--- config.mk ---
export PLATFORM = sky130hd
export DESIGN_NAME = i2c_eeprom_slave
export DESIGN_NICKNAME = d
export VERILOG_FILES = /design/src/rtl/i2c_eeprom_slave_pkg.sv /design/src/rtl/i2c_eeprom_slave_bus_sync.sv /design/src/rtl/i2c_eeprom_slave.sv
export SDC_FILE = /design/constraint.sdc
export NUM_CORES = 1
export LEC_CHECK = 0
export CORE_MARGIN = 1
export CORE_UTILIZATION = 50
export CTS_CLUSTER_SIZE = 20
export DETAILED_ROUTE_END_ITERATION = 10
export PLACE_DENSITY_LB_ADDON = 0.1
export RECOVER_POWER = 25
export SETUP_SLACK_MARGIN = 0.4
export SYNTH_ARGS = -nofsm -noshare
export SYNTH_HDL_FRONTEND = slang
export SYNTH_HIERARCHICAL = 1
export SYNTH_SLANG_ARGS = --single-unit
--- constraint.sdc ---
create_clock -name CLK -period 4.35 [get_ports CLK]
set_clock_uncertainty 0.1 [all_clocks]
set_input_delay 0.435 -clock CLK [delete_from_list [all_inputs] [get_ports CLK]]
set_output_delay 0.435 -clock CLK [all_outputs]
set_load 0.02 [all_outputs]
--- src/rtl/i2c_eeprom_slave_pkg.sv ---
// Shared types and constants for the i2c_eeprom_slave I2C EEPROM target.
// Optional write protect is enabled by defining I2C_EEPROM_WP_EN.
package i2c_eeprom_slave_pkg;

  localparam logic [3:0] DEV_ID_DEFAULT = 4'b1010;
  localparam int         ADDR_W         = 11;
  localparam int         RW_BIT         = 0;

  typedef enum logic [3:0] {
    ST_IDLE,
    ST_CTRL,
    ST_CTRL_ACK,
    ST_WADDR,
    ST_WADDR_ACK,
    ST_WDATA,
    ST_WDATA_ACK,
    ST_RLOAD,
    ST_RDATA,
    ST_RACK,
    ST_NACK_WAIT
  } state_t;

  // Increment only the low page_bits of the address; upper bits stay put.
  function automatic logic [ADDR_W-1:0] page_inc(input logic [ADDR_W-1:0] addr,
                                                 input int page_bits);
    logic [ADDR_W-1:0] mask;
    mask = ADDR_W'((1 << page_bits) - 1);
    return (addr & ~mask) | ((addr + ADDR_W'(1)) & mask);
  endfunction

endpackage

--- src/rtl/i2c_eeprom_slave_bus_sync.sv ---
// i2c_bus_sync: synchronizes SCL/SDA onto the system clock and flags
// SCL edges plus START/STOP conditions from the synchronized values.
module i2c_bus_sync #(
  parameter int SYNC_STAGES = 2
) (
  input  logic clk,
  input  logic reset_n,
  input  logic scl,
  input  logic sda,
  output logic scl_rise,
  output logic scl_fall,
  output logic sda_s,
  output logic start_det,
  output logic stop_det
);

  logic [SYNC_STAGES-1:0] scl_sync_q, scl_sync_d;
  logic [SYNC_STAGES-1:0] sda_sync_q, sda_sync_d;
  logic                   scl_prev_q, scl_prev_d;
  logic                   sda_prev_q, sda_prev_d;
  logic                   scl_s;

  assign scl_s = scl_sync_q[SYNC_STAGES-1];
  assign sda_s = sda_sync_q[SYNC_STAGES-1];

  always_comb begin
    scl_sync_d = {scl_sync_q[SYNC_STAGES-2:0], scl};
    sda_sync_d = {sda_sync_q[SYNC_STAGES-2:0], sda};
    scl_prev_d = scl_s;
    sda_prev_d = sda_s;
  end

  // Idle bus level is high, so the chains reset to 1 to avoid phantom edges.
  always_ff @(posedge clk) begin
    if (!reset_n) begin
      scl_sync_q <= '1;
      sda_sync_q <= '1;
      scl_prev_q <= 1'b1;
      sda_prev_q <= 1'b1;
    end else begin
      scl_sync_q <= scl_sync_d;
      sda_sync_q <= sda_sync_d;
      scl_prev_q <= scl_prev_d;
      sda_prev_q <= sda_prev_d;
    end
  end

  assign scl_rise  = scl_s & ~scl_prev_q;
  assign scl_fall  = ~scl_s & scl_prev_q;
  assign start_det = scl_s & scl_prev_q & sda_prev_q & ~sda_s;
  assign stop_det  = scl_s & scl_prev_q & ~sda_prev_q & sda_s;

endmodule

--- src/rtl/i2c_eeprom_slave.sv ---
// I2C target emulating a 2K x 8 EEPROM behind a synchronous memory port.
// Define I2C_EEPROM_WP_EN to add the WP input that NACKs and blocks data writes.
module i2c_eeprom_slave
  import i2c_eeprom_slave_pkg::*;
#(
  parameter logic [3:0] DEV_ID      = DEV_ID_DEFAULT,
  parameter int         SYNC_STAGES = 2,
  parameter int         PAGE_BITS   = 4
) (
  input  logic              CLK,
  input  logic              RESET,
`ifdef I2C_EEPROM_WP_EN
  input  logic              WP,
`endif
  input  logic              SCL,
  input  logic              SDA_IN,
  output logic              SDA_OE,
  output logic [ADDR_W-1:0] MEM_ADDR,
  output logic [7:0]        MEM_WDATA,
  output logic              MEM_WE,
  output logic              MEM_RE,
  input  logic [7:0]        MEM_RDATA,
  output logic              BUSY
);

  logic scl_rise, scl_fall, sda_s, start_det, stop_det;

  i2c_bus_sync #(
    .SYNC_STAGES(SYNC_STAGES)
  ) u_bus_sync (
    .clk      (CLK),
    .reset_n  (RESET),
    .scl      (SCL),
    .sda      (SDA_IN),
    .scl_rise (scl_rise),
    .scl_fall (scl_fall),
    .sda_s    (sda_s),
    .start_det(start_det),
    .stop_det (stop_det)
  );

  logic wp_active;
`ifdef I2C_EEPROM_WP_EN
  assign wp_active = WP;
`else
  assign wp_active = 1'b0;
`endif

  state_t            state_q, state_d;
  logic [3:0]        bit_cnt_q, bit_cnt_d;
  logic [7:0]        shift_q, shift_d;
  logic [ADDR_W-1:0] addr_q, addr_d;
  logic              rw_q, rw_d;
  logic [1:0]        rload_cnt_q, rload_cnt_d;
  logic              sda_oe_q, sda_oe_d;
  logic              busy_q, busy_d;
  logic              mem_we_q, mem_we_d;
  logic              mem_re_q, mem_re_d;
  logic [ADDR_W-1:0] mem_addr_q, mem_addr_d;
  logic [7:0]        mem_wdata_q, mem_wdata_d;

  logic receiving, byte_done;

  assign receiving = (state_q == ST_CTRL) || (state_q == ST_WADDR) || (state_q == ST_WDATA);
  assign byte_done = (bit_cnt_q == 4'd8);

  // Read bytes are fetched while SCL is high so bit 7 can go out on the next fall.
  always_comb begin
    state_d     = state_q;
    bit_cnt_d   = bit_cnt_q;
    shift_d     = shift_q;
    addr_d      = addr_q;
    rw_d        = rw_q;
    rload_cnt_d = rload_cnt_q;
    sda_oe_d    = sda_oe_q;
    busy_d      = busy_q;
    mem_we_d    = 1'b0;
    mem_re_d    = 1'b0;
    mem_addr_d  = mem_addr_q;
    mem_wdata_d = mem_wdata_q;

    if (start_det) begin
      state_d     = ST_CTRL;
      bit_cnt_d   = 4'd0;
      busy_d      = 1'b1;
      sda_oe_d    = 1'b0;
      rload_cnt_d = 2'd0;
    end else if (stop_det) begin
      state_d  = ST_IDLE;
      busy_d   = 1'b0;
      sda_oe_d = 1'b0;
    end else begin
      if (receiving && scl_rise && !byte_done) begin
        shift_d   = {shift_q[6:0], sda_s};
        bit_cnt_d = bit_cnt_q + 4'd1;
      end

      case (state_q)
        ST_CTRL: begin
          if (scl_fall && byte_done) begin
            bit_cnt_d = 4'd0;
            if (shift_q[7:4] == DEV_ID) begin
              addr_d[ADDR_W-1:8] = shift_q[3:1];
              rw_d               = shift_q[RW_BIT];
              sda_oe_d           = 1'b1;
              state_d            = ST_CTRL_ACK;
            end else begin
              state_d = ST_NACK_WAIT;
            end
          end
        end

        ST_CTRL_ACK: begin
          if (rw_q && scl_rise) begin
            rload_cnt_d = 2'd0;
            state_d     = ST_RLOAD;
          end else if (!rw_q && scl_fall) begin
            sda_oe_d  = 1'b0;
            bit_cnt_d = 4'd0;
            state_d   = ST_WADDR;
          end
        end

        ST_WADDR: begin
          if (scl_fall && byte_done) begin
            addr_d[7:0] = shift_q;
            sda_oe_d    = 1'b1;
            state_d     = ST_WADDR_ACK;
          end
        end

        ST_WADDR_ACK: begin
          if (scl_fall) begin
            sda_oe_d  = 1'b0;
            bit_cnt_d = 4'd0;
            state_d   = ST_WDATA;
          end
        end

        ST_WDATA: begin
          if (scl_fall && byte_done) begin
            sda_oe_d = !wp_active;
            state_d  = ST_WDATA_ACK;
          end
        end

        // The write commits only once the ACK clock completes.
        ST_WDATA_ACK: begin
          if (scl_fall) begin
            sda_oe_d    = 1'b0;
            bit_cnt_d   = 4'd0;
            mem_we_d    = !wp_active;
            mem_addr_d  = addr_q;
            mem_wdata_d = shift_q;
            addr_d      = page_inc(addr_q, PAGE_BITS);
            state_d     = ST_WDATA;
          end
        end

        ST_RLOAD: begin
          case (rload_cnt_q)
            2'd0: begin
              mem_re_d    = 1'b1;
              mem_addr_d  = addr_q;
              addr_d      = addr_q + ADDR_W'(1);
              rload_cnt_d = 2'd1;
            end
            2'd1: rload_cnt_d = 2'd2;
            default: begin
              shift_d     = MEM_RDATA;
              bit_cnt_d   = 4'd0;
              rload_cnt_d = 2'd0;
              state_d     = ST_RDATA;
            end
          endcase
        end

        ST_RDATA: begin
          if (scl_fall) begin
            if (!byte_done) begin
              sda_oe_d  = ~shift_q[7];
              shift_d   = {shift_q[6:0], 1'b0};
              bit_cnt_d = bit_cnt_q + 4'd1;
            end else begin
              sda_oe_d = 1'b0;
              state_d  = ST_RACK;
            end
          end
        end

        ST_RACK: begin
          if (scl_rise) begin
            if (!sda_s) begin
              rload_cnt_d = 2'd0;
              state_d     = ST_RLOAD;
            end else begin
              state_d = ST_NACK_WAIT;
            end
          end
        end

        default: ;
      endcase
    end
  end

  always_ff @(posedge CLK) begin
    if (!RESET) begin
      state_q     <= ST_IDLE;
      bit_cnt_q   <= 4'd0;
      shift_q     <= 8'd0;
      addr_q      <= '0;
      rw_q        <= 1'b0;
      rload_cnt_q <= 2'd0;
      sda_oe_q    <= 1'b0;
      busy_q      <= 1'b0;
      mem_we_q    <= 1'b0;
      mem_re_q    <= 1'b0;
      mem_addr_q  <= '0;
      mem_wdata_q <= 8'd0;
    end else begin
      state_q     <= state_d;
      bit_cnt_q   <= bit_cnt_d;
      shift_q     <= shift_d;
      addr_q      <= addr_d;
      rw_q        <= rw_d;
      rload_cnt_q <= rload_cnt_d;
      sda_oe_q    <= sda_oe_d;
      busy_q      <= busy_d;
      mem_we_q    <= mem_we_d;
      mem_re_q    <= mem_re_d;
      mem_addr_q  <= mem_addr_d;
      mem_wdata_q <= mem_wdata_d;
    end
  end

  assign SDA_OE    = sda_oe_q;
  assign BUSY      = busy_q;
  assign MEM_WE    = mem_we_q;
  assign MEM_RE    = mem_re_q;
  assign MEM_ADDR  = mem_addr_q;
  assign MEM_WDATA = mem_wdata_q;

endmodule
[Yosys cells after proc, flatten, opt, wreduce, memory -nomap -nowiden]
Index checks and enable logic that the tools add are counted.
Widths: inputs -> output; s select.
Cells by class
  add/sub/neg operators: 2
  equality and inequality tests: 38
  multiplexer cells: 57
  bitwise operators: 18
  reduce and logical (&&, ||, !) cells: 35
Operators by type and width (count)
  $mux 4: 20
  $mux 11: 4
  $mux 8: 5
  $pmux 4 s8: 1
  $pmux 8 s3: 1
  $pmux 11 s2: 1
  $pmux 4 s5: 1
  $reduce_and 10->1: 2
  $ne 2x2->1 const B: 9
  $eq 4x3->1 const B: 4
  $eq 4x4->1 const B: 4
  $ne 4x4->1 const B: 4
  $pmux 8 s2: 1
  $reduce_and 5->1: 3
  $mux 1: 14
  $ne 2x1->1 const B: 7
  $ne 4x3->1 const B: 3
  $add 11x1->11 const B: 1
  $or 11x4->11: 1
  $not 1->1: 10
  $reduce_bool 10->1: 1
  $pmux 3 s3: 1
  $reduce_bool 3->1: 3
  $eq 4x2->1 const B: 2
  27 further kinds: 47
Storage, ports and cells
  bits in registers: 59
  output and inout bits: 23
  word-level logic and storage cells: 168

[Logic depth before layout (Yosys ltp)]
Gate-level depths: netlist of run 1.
  word-level depth: 9
  mapped depth: 8
  mapped depth without buffers: 7

[Cells and area by module]
Netlist of run 1, hierarchy kept.
By module, submodules not included
  i2c_eeprom_slave: times used 1, cells an instance 396, area an instance 3263.1 µm²
  i2c_bus_sync: times used 1, cells an instance 16, area an instance 190.2 µm²

[Worst setup path after synthesis of run 1]
No wires, ideal clock.
  path kind: register to register
  from: reg u_bus_sync.sda_sync_q[1]
  to: reg mem_addr_q[10], in the netlist MEM_ADDR[10]
  library setup time: 0.128 ns
  arrival time: 1.886 ns
  setup slack: 2.236 ns
  stages on the path, launching flop included: 9
  buffers on the path: 2
  period minus slack after synthesis: 2.114 ns
  cell sequence: dfxtp_1 -> and4b_1 -> or2_2 -> buf_2 -> a221o_1 -> nor2_2 -> buf_4 -> mux2i_1 -> nor2_1
On the way
  cells in the longest elaborated chain, start to end: 4
  elaborated cells on any way between the ends: 6
  classes of those cells: 5 x bitwise; 1 x reduce/logical
Ends and longest elaborated chain
  from (decl): RTL line i2c_eeprom_slave_bus_sync.sv:18  | logic [SYNC_STAGES-1:0] sda_sync_q, sda_sync_d;
  from (signal assigned): RTL line i2c_eeprom_slave_bus_sync.sv:42  | sda_sync_q <= sda_sync_d;
  $not 1->1: RTL line i2c_eeprom_slave_bus_sync.sv:50  | assign start_det = scl_s & scl_prev_q & sda_prev_q & ~sda_s;
  $and 1x1->1: RTL line i2c_eeprom_slave_bus_sync.sv:50
  $not 1->1 (no line)
  $reduce_and 5->1 (no line) (*)
  to (signal assigned): RTL line i2c_eeprom_slave.sv:232  | mem_addr_q <= mem_addr_d;
  to (decl): RTL line i2c_eeprom_slave.sv:59  | logic [ADDR_W-1:0] mem_addr_q, mem_addr_d;
Mark *: on every way between the ends. The rest lies on a longest branch, timed or not.
A chain may end at the register's enable or synchronous reset.

[Worst setup path in the final report of run 1]
  from: reg u_bus_sync.scl_prev_q
  to: reg addr_q[4]
On the way
  elaborated cells on any way between the ends: 12
  classes of those cells: 2 x eq/ne; 8 x bitwise; 2 x reduce/logical
RTL lines
  from (decl): RTL line i2c_eeprom_slave_bus_sync.sv:19  | logic scl_prev_q, scl_prev_d;
  from (signal assigned): RTL line i2c_eeprom_slave_bus_sync.sv:43  | scl_prev_q <= scl_prev_d;
  $and 1x1->1 (*): RTL line i2c_eeprom_slave_bus_sync.sv:49  | assign scl_fall = ~scl_s & scl_prev_q;
  named net scl_fall: RTL line i2c_eeprom_slave.sv:26  | logic scl_rise, scl_fall, sda_s, start_det, stop_det;
  $logic_and 1x1->1: RTL line i2c_eeprom_slave.sv:125  | if (scl_fall && byte_done) begin
  $ne 2x1->1 (no line)
  $reduce_and 6->1 (no line) (*)
  to (signal assigned): RTL line i2c_eeprom_slave.sv:225  | addr_q <= addr_d;
  to (decl): RTL line i2c_eeprom_slave.sv:52  | logic [ADDR_W-1:0] addr_q, addr_d;
Mark *: on every way through the listed nets, which the timed path passes. The rest lies on a longest branch.

==> results.sh, run 1 <==
export IMPL_row_count=29
export IMPL_critPathCaptureType="flop"
export IMPL_tns_ps=0
export IMPL_cts_hold_buf=0
export IMPL_holdWs_ps=302
export IMPL_max_slew_margin=0.344
export IMPL_dieHeight_um=85.1
export IMPL_whs_path_depth=1
export IMPL_fillers=593
export IMPL_wl_per_cell_um=17.2
export IMPL_via_per_inst=6.30
export IMPL_grt_pass1_vias=2835
export IMPL_port_buffers=34
export IMPL_cts_htree_levels=3
export IMPL_fp_dieW_um=85.1
export IMPL_synth_nets=427
export IMPL_postCtsResizedCells=0
export IMPL_multi_input_area_mm2=0.00210
export IMPL_reg2reg_depth=6
export IMPL_pin_count=35
export IMPL_grt_overflow_total=0
export IMPL_gp_congestion=0.890
export IMPL_drv_cap=0
export IMPL_period_minus_slack_ps=2930
export IMPL_grt_max_degree=28
export IMPL_synthFlopType="dfxtp_1"
export IMPL_clk_latency_ps=360
export IMPL_grt_pass1_wl_mm=14.4
export IMPL_synth_cell_types=65
export IMPL_setup_viol=0
export IMPL_hp_class="flop to flop"
export IMPL_ys_top_cells_by_count="dfxtp_1, nor2_1, mux2i_1"
export IMPL_min_period_over_period=0.674
export IMPL_start_util=0.532
export IMPL_syn_to_final_growth_pct=14.5
export IMPL_regArea_mm2=0.00118
export IMPL_synth_edff_count=0
export IMPL_synthTopCellsByArea="dfxtp_1, mux2i_1, a21oi_1"
export IMPL_worstPathRequired_ps=4530
export IMPL_yosysMostFrequentCell="dfxtp_1"
export IMPL_ys_warn_count=6
export IMPL_cts_sinks=59
export IMPL_synth_seq_cells=59
export IMPL_clk_path_buf_depth=2
export IMPL_cts_clk_slew_worst_paths_ps=90
export IMPL_ys_seq_area_frac=0.342
export IMPL_synth_cell_area_mm2=0.00345
export IMPL_worstPathMaxFanout=14
export IMPL_status="finished clean"
export IMPL_peakVddDrop_mv=0.249
export IMPL_cp_data_arrival_time_ps=3110
export IMPL_fmax_mhz=341
export IMPL_cts_root_buffer="clkbuf_8"
export IMPL_antenna_found_initial=0
export IMPL_routed_wl_mm=8.80
export IMPL_final_hold_viol_count=0
export IMPL_powerDensity_mw_per_mm2=398
export IMPL_nets=444
export IMPL_drc=0
export IMPL_cp_start_kind="flop"
export IMPL_synth_avg_cell_area_um2=8.38
export IMPL_grt_usage=0.255
export IMPL_synthCells=412
export IMPL_synth_top_cell_by_area="dfxtp_1"
export IMPL_tightestPinTransition_ps=982
export IMPL_hpwl_mm=5.91
export IMPL_dieArea_mm2=0.00724
export IMPL_rsz0062_at_grt="false"
export IMPL_cts_buffers=9
export IMPL_drt_iter0_drc=309
export IMPL_path_class="flop to flop"
export IMPL_drive_gt1_frac=0.0691
export IMPL_async_reset_ff_frac=0
export IMPL_final_max_slew_viol_count=0
export IMPL_cts_tree="yes"
export IMPL_n_antenna_cell=0
export IMPL_core_area_mm2=0.00649
export IMPL_drt_pass1_iter_count=5
export IMPL_via_count=3219
export IMPL_post_cts_setup_buffers=0
export IMPL_synth_top_area_share=0.342
export IMPL_p_leak_nw=1.55
export IMPL_postRouteAntennaNets=0
[report_power, final]
group	switching (W)	internal (W)
Clock	0.000247	0.000267
Sequential	0.0000992	0.000566
Combinational	0.000218	0.000178
Total	0.000564	0.00101
[worst paths after layout]
path	startpoint	to	slack (ps)
setup / recovery	u_bus_sync/scl_prev_q	addr_q[4]	1420
hold / removal	u_bus_sync/scl_sync_q[0]	u_bus_sync/scl_sync_q[1]	300
setup reg to reg	u_bus_sync/scl_prev_q	addr_q[4]	1420
hold reg to reg	u_bus_sync/scl_sync_q[0]	u_bus_sync/scl_sync_q[1]	300
[layout by cell type (no fill, tap or decap), drive strengths merged, types with 6 or more instances in the layout]
master / n
inv: 6
nor2b: 6
nor3: 6
mux2i: 37
nand2b: 12
clkbuf: 9
a21oi: 35
clkdlybuf4s50: 19
dlygate4sd3: 15
nand2: 26
and2: 7
o221ai: 7
nand3: 13
o211a: 9
dfxtp: 59
o21ai: 18
nor2: 46
[registers in the layout, summed over array words and instances (netlist names)]
signal / cells
BUSY: 1
u_bus_sync/sda_sync_q: 2
u_bus_sync/scl_prev_q: 1
addr_q: 11
SDA_OE: 1
MEM_RE: 1
u_bus_sync/sda_prev_q: 1
rload_cnt_q: 2
state_q: 4
MEM_WDATA: 8
shift_q: 8
bit_cnt_q: 4
MEM_ADDR: 11
u_bus_sync/scl_sync_q: 2
MEM_WE: 1
rw_q: 1
[per-layer routing]
layer / global-route usage / part of all wire / up-vias
met3: 0.0652 / 0.069 / 17
li1: - / - / 1565
met5: 0 / 0 / -
met1: 0.371 / 0.47 / 1506
met4: 0.0971 / 0.018 / 0
met2: 0.361 / 0.44 / 131
[through the flow]
step / util / cell area (um^2) / setup slack [ps] / total power [W] / cells
2_1_floorplan: - / 3450 / 2240 / 0.000970 / 412
3_3_place_gp: 0.578 / 3750 / 1470 / 0.00106 / 495
3_5_place_dp: 0.578 / 3750 / 1360 / 0.00106 / 495
4_1_cts: 0.609 / 3950 / 1460 / 0.00157 / 511
5_1_grt: 0.609 / 3950 / 1230 / 0.00165 / 511
6_report: 0.609 / 3950 / 1420 / 0.00157 / 511
[cell type report]
type                            instances  area share
Timing Repair Buffer                   36      0.0899
Inverter                                6     0.00570
Tap cell                               77      0.0244
Clock buffer                            9      0.0313
Sequential cell                        59       0.299
Multi-Input combinational cell        317       0.531
Clock inverter                          7      0.0193
[critical path, stage by stage, from the launching register on]
cell	delay [ps]
dfxtp_1	360
nor2b_1	790
nand4b_1	310
o32ai_1	480
nand3_1	210
or4_1	440
a31oi_1	160
[logic make-up after synthesis]
| logic type | count (synthesis) | synth area share |
|---|---|---|
| buffers and inverters | 36 | 0.0504 |
| multiplexers | 38 | 0.111 |
| adder cells (fa/ha/maj) | 3 | 0.0109 |
| AO/OA/AOI/OAI | 113 | 0.224 |
| flip-flops | 59 | 0.342 |
| XOR/XNOR | 3 | 0.00761 |
| AND/OR/NAND/NOR | 160 | 0.255 |
(Power assumes the default switching activity.)
==> run 2: changes to the inputs <==
Clock period 4.35 ns to 2.5 ns, I/O delays scaled along.
==> results.sh, run 2 (same netlist as run 1, synthesis figures left out) <==
export IMPL_grt_usage=0.282
export IMPL_grt_max_degree=21
export IMPL_row_count=29
export IMPL_path_common_cell="buf_4"
export IMPL_crit_slowest_cell="dfxtp_2"
export IMPL_via_count=3481
export IMPL_max_stage_delay_ps=380
export IMPL_drive_gt1_frac=0.214
export IMPL_drt_pass1_iter_count=5
export IMPL_hp_class="flop to flop"
export IMPL_cts_clk_slew_worst_paths_ps=80
export IMPL_clkPwrFrac=0.298
export IMPL_grt_overflow_total=0
export IMPL_worstPathRequired_ps=2640
export IMPL_fmax_mhz=474
export IMPL_powerDensity_mw_per_mm2=682
export IMPL_cp_top_family="buffers and inverters"
export IMPL_pin_count=35
export IMPL_cp_cell_sequence="and4b_1, clkbuf_1, nor2_2, buf_4, nand3_1, buf_4, mux2i_1, nor2_1"
export IMPL_final_cell_mix="dfxtp_1, nor2_1, buf_4"
export IMPL_setup_viol=0
export IMPL_tightestPinTransition_ps=455
export IMPL_clk_path_buf_depth=2
export IMPL_intPower_w=0.00194
export IMPL_p_leak_nw=1.78
export IMPL_worstPathMaxFanout=9
export IMPL_max_slew_margin=0.697
export IMPL_wl_per_cell_um=18.1
export IMPL_core_area_mm2=0.00649
export IMPL_seq_power_share=0.371
export IMPL_fin_cells=554
export IMPL_routed_wl_mm=10.0
export IMPL_period_minus_slack_ps=2110
export IMPL_rrSetupSlack_ps=390
export IMPL_status="finished clean"
export IMPL_multi_input_area_mm2=0.00221
export IMPL_crit_buf_inv=3
export IMPL_cts_sinks=59
export IMPL_final_common_cell="dfxtp_1"
export IMPL_cts_root_buffer="clkbuf_8"
export IMPL_cts_buffers=9
export IMPL_antenna_found_initial=0
export IMPL_final_hold_viol_count=0
export IMPL_p_switching_w=0.00108
export IMPL_dp_cells=522
export IMPL_path_class="flop to flop"
export IMPL_dieArea_mm2=0.00724
export IMPL_cp_data_arrival_time_ps=2250
export IMPL_syn_to_final_growth_pct=28.2
export IMPL_combPwrFrac=0.331
export IMPL_fp_dieW_um=85.1
export IMPL_hpwl_mm=6.50
export IMPL_n_antenna_cell=0
export IMPL_cp_start_kind="flop"
export IMPL_postRouteAntennaNets=0
export IMPL_nets=487
export IMPL_regArea_mm2=0.00121
export IMPL_rsz0062_at_grt="true"
export IMPL_via_per_inst=6.28
export IMPL_p_sw_frac=0.359
export IMPL_fillers=538
export IMPL_critPathCaptureType="flop"
export IMPL_start_util=0.532
export IMPL_gp_congestion=0.953
export IMPL_drt_iter0_drc=344
export IMPL_dieHeight_um=85.1
export IMPL_drv_cap=0
export IMPL_clk_latency_ps=350
export IMPL_drc=0
export IMPL_grt_pass1_vias=3170
export IMPL_cts_htree_levels=3
export IMPL_tns_ps=0
export IMPL_peakVddDrop_mv=0.454
export IMPL_final_max_slew_viol_count=0
export IMPL_min_period_over_period=0.843
export IMPL_port_buffers=34
export IMPL_cts_tree="yes"
export IMPL_grt_pass1_wl_mm=15.9
## run 2: power groups by stage
stage	Clock, W	Sequential, W	Combinational (W)
finish	0.000901	0.00112	0.000999
global route	0.000943	0.00113	0.00107
CTS	0.000907	0.00110	0.000860
global placement	0	0.00112	0.000814
detailed placement	0	0.00112	0.000815
floorplan	0	0.00105	0.000637
## run 2: path summary, 6_finish.rpt
kind                                                from                        to  cells after the start
worst max-delay path            u_bus_sync/scl_sync_q[1]              MEM_WDATA[7]                      8
worst min-delay path            u_bus_sync/sda_sync_q[0]  u_bus_sync/sda_sync_q[1]                      1
worst max register to register  u_bus_sync/scl_sync_q[1]              MEM_WDATA[7]                      8
worst min register to register  u_bus_sync/sda_sync_q[0]  u_bus_sync/sda_sync_q[1]                      1
## run 2: final cells by class
cell class                      instances  area share
Clock buffer                            9      0.0280
Clock inverter                          7      0.0172
Inverter                                6     0.00565
Multi-Input combinational cell        317       0.500
Sequential cell                        59       0.273
Tap cell                               77      0.0218
Timing Repair Buffer                   79       0.154
## run 2: routing by layer
metal / part of all wire / GRT usage
met1: 0.45 / 0.390
met2: 0.45 / 0.428
met3: 0.080 / 0.0525
met4: 0.024 / 0.123
met5: 0 / 0
## run 2: through the flow
stage                     area (um^2)  utilization  setup slack (ps)  hold WS [ps]  power [W]
after floorplan                  3460            -               411           223    0.00169
after global placement           3960        0.609               207           290    0.00193
after detailed placement         3960        0.609               188           295    0.00193
after CTS                        4220        0.650               401           315    0.00287
after global routing             4430        0.682               239           319    0.00314
final                            4430        0.682               392           316    0.00302
## run 2: what timing repair did
action | 4_1_cts | 5_1_grt
pin swaps | 6 | 13
hold buffers | 0 | 0
endpoints found under the setup margin | 36 | 39
buffers inserted | 2 | 14
resized for setup | 18 | 35
## run 2: worst reg2reg max path: cells and delay by family (launching register included)
| family | cells | cell delay, ps |
|---|---|---|
| muxes | 1 | 210 |
| DFF | 1 | 380 |
| buffers and inverters | 3 | 770 |
| and+or+nand+nor | 4 | 550 |
